**src/rtl/hd_mem_pkg.sv**
```systemverilog
// rtl/hd_mem_pkg.sv - shared types and default widths for the HD memory pair reader
package hd_mem_pkg;

    localparam int HD_DATA_WIDTH = 16;
    localparam int HD_ADDR_WIDTH = 8;

    typedef enum logic [1:0] {
        ST_IDLE  = 2'd0,
        ST_RUN   = 2'd1,
        ST_DRAIN = 2'd2
    } state_t;

    typedef struct packed {
        logic [HD_DATA_WIDTH-1:0] data_0;
        logic [HD_DATA_WIDTH-1:0] data_1;
        logic                     last;
    } pair_t;

endpackage

```
**src/rtl/hv_pair_fifo.sv**
```systemverilog
// rtl/hv_pair_fifo.sv - two-entry FIFO of returned word pairs
module hv_pair_fifo
    import hd_mem_pkg::*;
(
    input  logic       clk,
    input  logic       rst_n,
    input  logic       push,
    input  pair_t      push_data,
    input  logic       pop,
    output pair_t      head,
    output logic [1:0] occ,
    output logic       full,
    output logic       empty
);

    pair_t      r_mem [2];
    logic       r_wr_ptr;
    logic       r_rd_ptr;
    logic [1:0] r_occ;
    logic       w_do_push;
    logic       w_do_pop;

    assign full      = (r_occ == 2'd2);
    assign empty     = (r_occ == 2'd0);
    assign occ       = r_occ;
    assign head      = r_mem[r_rd_ptr];
    assign w_do_push = push & ~full;
    assign w_do_pop  = pop & ~empty;

    always_ff @(posedge clk or negedge rst_n) begin
        if (!rst_n) begin
            r_mem[0] <= '0;
            r_mem[1] <= '0;
            r_wr_ptr <= 1'b0;
            r_rd_ptr <= 1'b0;
            r_occ    <= 2'd0;
        end else begin
            if (w_do_push) begin
                r_mem[r_wr_ptr] <= push_data;
                r_wr_ptr        <= ~r_wr_ptr;
            end
            if (w_do_pop) begin
                r_rd_ptr <= ~r_rd_ptr;
            end
            case ({w_do_push, w_do_pop})
                2'b10:   r_occ <= r_occ + 2'd1;
                2'b01:   r_occ <= r_occ - 2'd1;
                default: r_occ <= r_occ;
            endcase
        end
    end

endmodule

```
**src/rtl/hv_mem_pair_reader.sv**
```systemverilog
// rtl/hv_mem_pair_reader.sv - issues paired dual-port RAM reads and streams the returned pairs
module hv_mem_pair_reader
    import hd_mem_pkg::*;
#(
    parameter int DATA_WIDTH = HD_DATA_WIDTH,
    parameter int ADDR_WIDTH = HD_ADDR_WIDTH
) (
    input  logic                  clk,
    input  logic                  rst_n,
    input  logic                  start,
    input  logic [ADDR_WIDTH-1:0] base_addr,
    input  logic [ADDR_WIDTH-1:0] num_pairs,
    output logic                  busy,
    output logic                  done,
    output logic [ADDR_WIDTH-1:0] mem_address_0,
    output logic [ADDR_WIDTH-1:0] mem_address_1,
    output logic                  mem_cs_0,
    output logic                  mem_cs_1,
    output logic                  mem_oe_0,
    output logic                  mem_oe_1,
    output logic                  mem_we_0,
    output logic                  mem_we_1,
    input  logic [DATA_WIDTH-1:0] mem_data_0_out,
    input  logic [DATA_WIDTH-1:0] mem_data_1_out,
    output logic                  out_valid,
    input  logic                  out_ready,
    output logic [DATA_WIDTH-1:0] out_data_0,
    output logic [DATA_WIDTH-1:0] out_data_1,
    output logic                  out_last
);

    state_t                r_state;
    state_t                w_next_state;
    logic [ADDR_WIDTH-1:0] r_addr;
    logic [ADDR_WIDTH-1:0] r_remaining;
    logic                  r_inflight;
    logic                  r_inflight_last;
    logic                  r_done;
    logic                  w_done_next;
    logic                  w_issue;
    logic                  w_last_issue;
    logic                  w_pop;
    logic [2:0]            w_credit_used;
    logic [2:0]            w_credit_free;
    logic [1:0]            w_occ;
    logic                  w_full;
    logic                  w_empty;
    pair_t                 w_head;
    pair_t                 w_push_data;

    // A slot is reserved for the read in flight, so the buffer can never overflow.
    assign w_pop         = out_valid & out_ready;
    assign w_credit_used = {1'b0, w_occ} + {2'b00, r_inflight};
    assign w_credit_free = 3'd2 + {2'b00, w_pop};
    assign w_issue       = (r_state == ST_RUN) && (w_credit_used < w_credit_free);
    assign w_last_issue  = w_issue && (r_remaining == ADDR_WIDTH'(1));

    always_comb begin
        w_next_state = r_state;
        w_done_next  = 1'b0;
        case (r_state)
            ST_IDLE: begin
                if (start) begin
                    if (num_pairs != '0) w_next_state = ST_RUN;
                    else                 w_done_next  = 1'b1;
                end
            end
            ST_RUN: begin
                if (w_last_issue) w_next_state = ST_DRAIN;
            end
            ST_DRAIN: begin
                if (w_pop && out_last) begin
                    w_next_state = ST_IDLE;
                    w_done_next  = 1'b1;
                end
            end
            default: w_next_state = ST_IDLE;
        endcase
    end

    always_ff @(posedge clk or negedge rst_n) begin
        if (!rst_n) begin
            r_state         <= ST_IDLE;
            r_addr          <= '0;
            r_remaining     <= '0;
            r_inflight      <= 1'b0;
            r_inflight_last <= 1'b0;
            r_done          <= 1'b0;
        end else begin
            r_state         <= w_next_state;
            r_done          <= w_done_next;
            r_inflight      <= w_issue;
            r_inflight_last <= w_last_issue;
            if ((r_state == ST_IDLE) && start && (num_pairs != '0)) begin
                r_addr      <= base_addr;
                r_remaining <= num_pairs;
            end else if (w_issue) begin
                r_addr      <= r_addr + ADDR_WIDTH'(2);
                r_remaining <= r_remaining - ADDR_WIDTH'(1);
            end
        end
    end

    assign w_push_data.data_0 = mem_data_0_out;
    assign w_push_data.data_1 = mem_data_1_out;
    assign w_push_data.last   = r_inflight_last;

    hv_pair_fifo u_fifo (
        .clk       (clk),
        .rst_n     (rst_n),
        .push      (r_inflight),
        .push_data (w_push_data),
        .pop       (w_pop),
        .head      (w_head),
        .occ       (w_occ),
        .full      (w_full),
        .empty     (w_empty)
    );

    // Addresses are driven only on issue cycles so the bus idles at zero.
    assign mem_address_0 = w_issue ? r_addr : '0;
    assign mem_address_1 = w_issue ? (r_addr + ADDR_WIDTH'(1)) : '0;
    assign mem_cs_0      = w_issue;
    assign mem_cs_1      = w_issue;
    assign mem_oe_0      = w_issue;
    assign mem_oe_1      = w_issue;
    assign mem_we_0      = 1'b0;
    assign mem_we_1      = 1'b0;

    assign busy       = (r_state != ST_IDLE);
    assign done       = r_done;
    assign out_valid  = ~w_empty;
    assign out_data_0 = w_head.data_0;
    assign out_data_1 = w_head.data_1;
    assign out_last   = w_head.last & ~w_empty;

endmodule

```
**config.mk**
```make
export PLATFORM = sky130hd
export DESIGN_NAME = hv_mem_pair_reader
export DESIGN_NICKNAME = d
export VERILOG_FILES = /design/src/rtl/hd_mem_pkg.sv /design/src/rtl/hv_pair_fifo.sv /design/src/rtl/hv_mem_pair_reader.sv
export SDC_FILE = /design/constraint.sdc
export NUM_CORES = 1
export LEC_CHECK = 0
export BUFFER_PORTS_ARGS = -buffer_cell sky130_fd_sc_hd__buf_2
export CAP_MARGIN = 20
export CELL_PAD_IN_SITES_DETAIL_PLACEMENT = 1
export CELL_PAD_IN_SITES_GLOBAL_PLACEMENT = 1
export CORE_ASPECT_RATIO = 1.4
export CORE_MARGIN = 1
export CORE_UTILIZATION = 30
export DETAILED_ROUTE_END_ITERATION = 8
export PLACE_DENSITY_LB_ADDON = 0.1
export SLEW_MARGIN = 20
export SYNTH_ARGS = -nofsm -noshare
export SYNTH_HDL_FRONTEND = slang
export SYNTH_SLANG_ARGS = --single-unit
```
**constraint.sdc**
```tcl
create_clock -name clk -period 3.4 [get_ports clk]
set_clock_uncertainty 0.2 [all_clocks]
set_input_delay 0.17 -clock clk [delete_from_list [all_inputs] [get_ports clk]]
set_output_delay 0.17 -clock clk [all_outputs]
set_load 0.1 [all_outputs]
```
==> qor.yml <==
finish:
  final_layout_size_suffix_gt1_share_pct: 46.8
  nFillCells: 1560
  fin_nets: 564
  syn2layout_area_growth_pct: 35.0
  antennaDiodeCount: 0
  final_area_sq_um: 5950
min_path:
  min_path_cells: 3
  min-delay-start: "out_ready"
  min_path_type: "input port to flop"
  min_to: "u_fifo.r_rd_ptr$_DFFE_PN0P_"
sta:
  hold_violations: 0
  finalSetupViolCount: 0
  tightest_slew_ps: 721
  finalSetupTns_ps: 0
  final.min_clock_period_ps: 2800
  post-route-period-util_pct: 82.4
  slew_violations: 0
  timing.fmax_mhz: 357
  max_slew_margin_pct: 51.9
  rsz0062_at_grt: "no"
floorplan:
  num_rows: 52
  start_util_pct: 30.7
  core_sq_um: 14400
  die_h_um: 145
  ios: 110
  die_w_um: 104
  dieArea_sq_um: 15200
setup_path:
  worstSetupPathType: "flop to output port"
  crit_top_cell: "ha_1"
  critPathMaxFanout: 15
  ff2ff_path_depth: 5
  crit_path_max_incr_delay_ps: 510
  cp.required_ps: 3030
  reg2reg_to: "r_addr[3]$_DFFE_PN0P_"
  crit_path_top_delay_cell: "buf_2"
  end_kind: "output port"
  worstReg2RegStart: "r_state[1]$_DFFE_PN0P_"
  critPathLaunchType: "flop"
  cp_data_arrival_time_ps: 2430
  reg2reg_slack_ps: 960
  crit_chain: "ha_1 -> ha_1 -> nor2_2 -> nand2_2 -> inv_1 -> buf_2"
global_routing:
  use_met1_pct: 17.8
  grt_use_met3_pct: 2.64
  grt_overflow: 0
  busiest_layer: "met2"
  grt_pass1_wl_um: 18300
  track_usage_pct: 15.1
  antenna_found_initial: 0
  grt_pass1_vias: 3576
  grt_max_degree: 56
  gr-usage-met2_pct: 27.6
synth:
  yosysTopAreaCell: "dfrtp_1"
  syn_inst: 352
  synth_area_leaders: "dfrtp_1, mux2_2, nor2_1, ha_1, xnor2_1"
  netlist.area_leader.share_pct: 51.6
  syn_avg_cell_area_sq_um: 12.5
  ys_warn_count: 0
  syn_area_sq_um: 4410
  synthArstFlopShare_pct: 100
  yosysSeqAreaShare_pct: 51.6
  synth_cell_types: 45
  synth_edf_count: 0
  synth_seq_cells: 91
  synth.most_common_cell: "mux2_2"
  ys.flop_type: "dfrtp_1"
  synth_top_cells_by_count: "mux2_2, dfrtp_1, nor2_1"
routing:
  wl_per_cell_um: 15.7
  ant_nets: 0
  drt_wl_total_um: 10900
  drtPass1Iterations: 4
  vias: 3287
  drc_errors: 0
  viasPerCell: 4.71
  drt-initial-drc-count: 62
clock_network:
  insertion_delay_ps: 330
  htreeDepth: 3
  cts-buffers-inserted: 9
  clock-sinks: 91
  cts-root-buf: "clkbuf_16"
  cts_tree: "done"
  clk_path_buf_depth: 2
  clkSlewWorstSetupHoldPaths_ps: 60
placement:
  placed_area_sq_um: 5140
  gp_congestion: 0.724
  hpwlAfterDp_um: 7510
  port_buffers: 107
status:
  status: "finished, final reports clean"
run:
  max_cap_viol_count: 0
[per-stage QoR]
step | cells | setup WS (ps) | utilization [%] | hold slack [ps]
final | 698 | 599 | 41.4 | 16.3
after detailed placement | 634 | 916 | 35.7 | 83.3
after global placement | 634 | 967 | 35.7 | 72.6
after floorplan | 353 | 197 | - | -326
after CTS | 698 | 553 | 41.4 | 8.65
after global routing | 698 | 401 | 41.4 | 29.9
[metal layers]
layer	part of all wire, %	wire length (um)
met2	53	5770
met5	0	0
met1	42	4630
met3	3.7	400
met4	1.2	130
[flip-flops by register name, summed over array words and instances (netlist names)]
name	flops
u_fifo.r_mem	66
done	1
r_inflight	1
u_fifo.r_wr_ptr	1
r_inflight_last	1
r_state	2
u_fifo.r_rd_ptr	1
r_remaining	8
u_fifo.occ	2
r_addr	8
[critical path, delay by kind of cell, from the launching register on]
kind / cells / cell delay [ps]
adders and majority gates: 2 / 400
buffers and inverters: 2 / 860
DFF: 1 / 460
and+or+nand+nor: 2 / 380
[worst max path at each step]
stage                                         start          endpoint  cells past startpoint
after floorplan           u_fifo.occ[0]$_DFFE_PN0P_  mem_address_1[2]                      7
after global placement    u_fifo.occ[0]$_DFFE_PN0P_          mem_cs_0                      6
after detailed placement  u_fifo.occ[0]$_DFFE_PN0P_          mem_cs_0                      6
after CTS                 u_fifo.occ[0]$_DFFE_PN0P_          mem_cs_0                      6
after global routing      u_fifo.occ[0]$_DFFE_PN0P_          mem_cs_0                      6
final                     u_fifo.occ[0]$_DFFE_PN0P_          mem_cs_0                      6
[logic make-up (layout without fill, tap and decap cells)]
family                     Yosys count  count (layout)  synth area share [%]
adders and majority gates            7               7                  1.99
buffers and inverters               32             188                  3.58
other                                1               2                0.0850
and+or+nand+nor                     74              74                  8.85
xor gates and xnor gates            12              12                  2.38
muxes                               99              99                  25.3
DFF                                 91              91                  51.6
AOI/OAI and AO/OA                   36              36                  6.22
[final cells by class]
type / instances / area (sq um) / share of cell area, %
multi-input combinational: 230 / 1990 / 33.4
timing repair buffer: 162 / 1090 / 18.2
clock buffer: 10 / 239 / 4.01
sequential: 91 / 2280 / 38.3
clock inverter: 5 / 85.1 / 1.43
inverter: 11 / 41.3 / 0.694
tap: 189 / 236 / 3.97
[layout by cell type, fill, tap and decap left out, drive strengths merged, types with 3 or more instances in the layout]
cell type,synthesis,routed
a21oi,5,5
a221o,7,7
a22oi,4,4
and3,7,7
buf,17,113
clkbuf,4,10
dfrtp,91,91
dlygate4sd3,0,49
ha,7,7
inv,11,13
mux2,98,98
nand2,12,12
nand3,6,6
nor2,26,26
nor3b,5,5
nor4,3,3
o21ai,9,9
o21bai,4,4
or2,3,3
or4,4,4
xnor2,10,10
[timing repair]
action | 4_1_cts | 5_1_grt
resized for setup | 0 | 0
endpoints found under the hold margin | 133 | 0
buffers inserted | 0 | 0
hold buffers | 49 | 0
setup endpoints to repair | 0 | 0
Power is not shown: default switching activity piles up to over one toggle a cycle in this logic, so the estimate is an artifact.
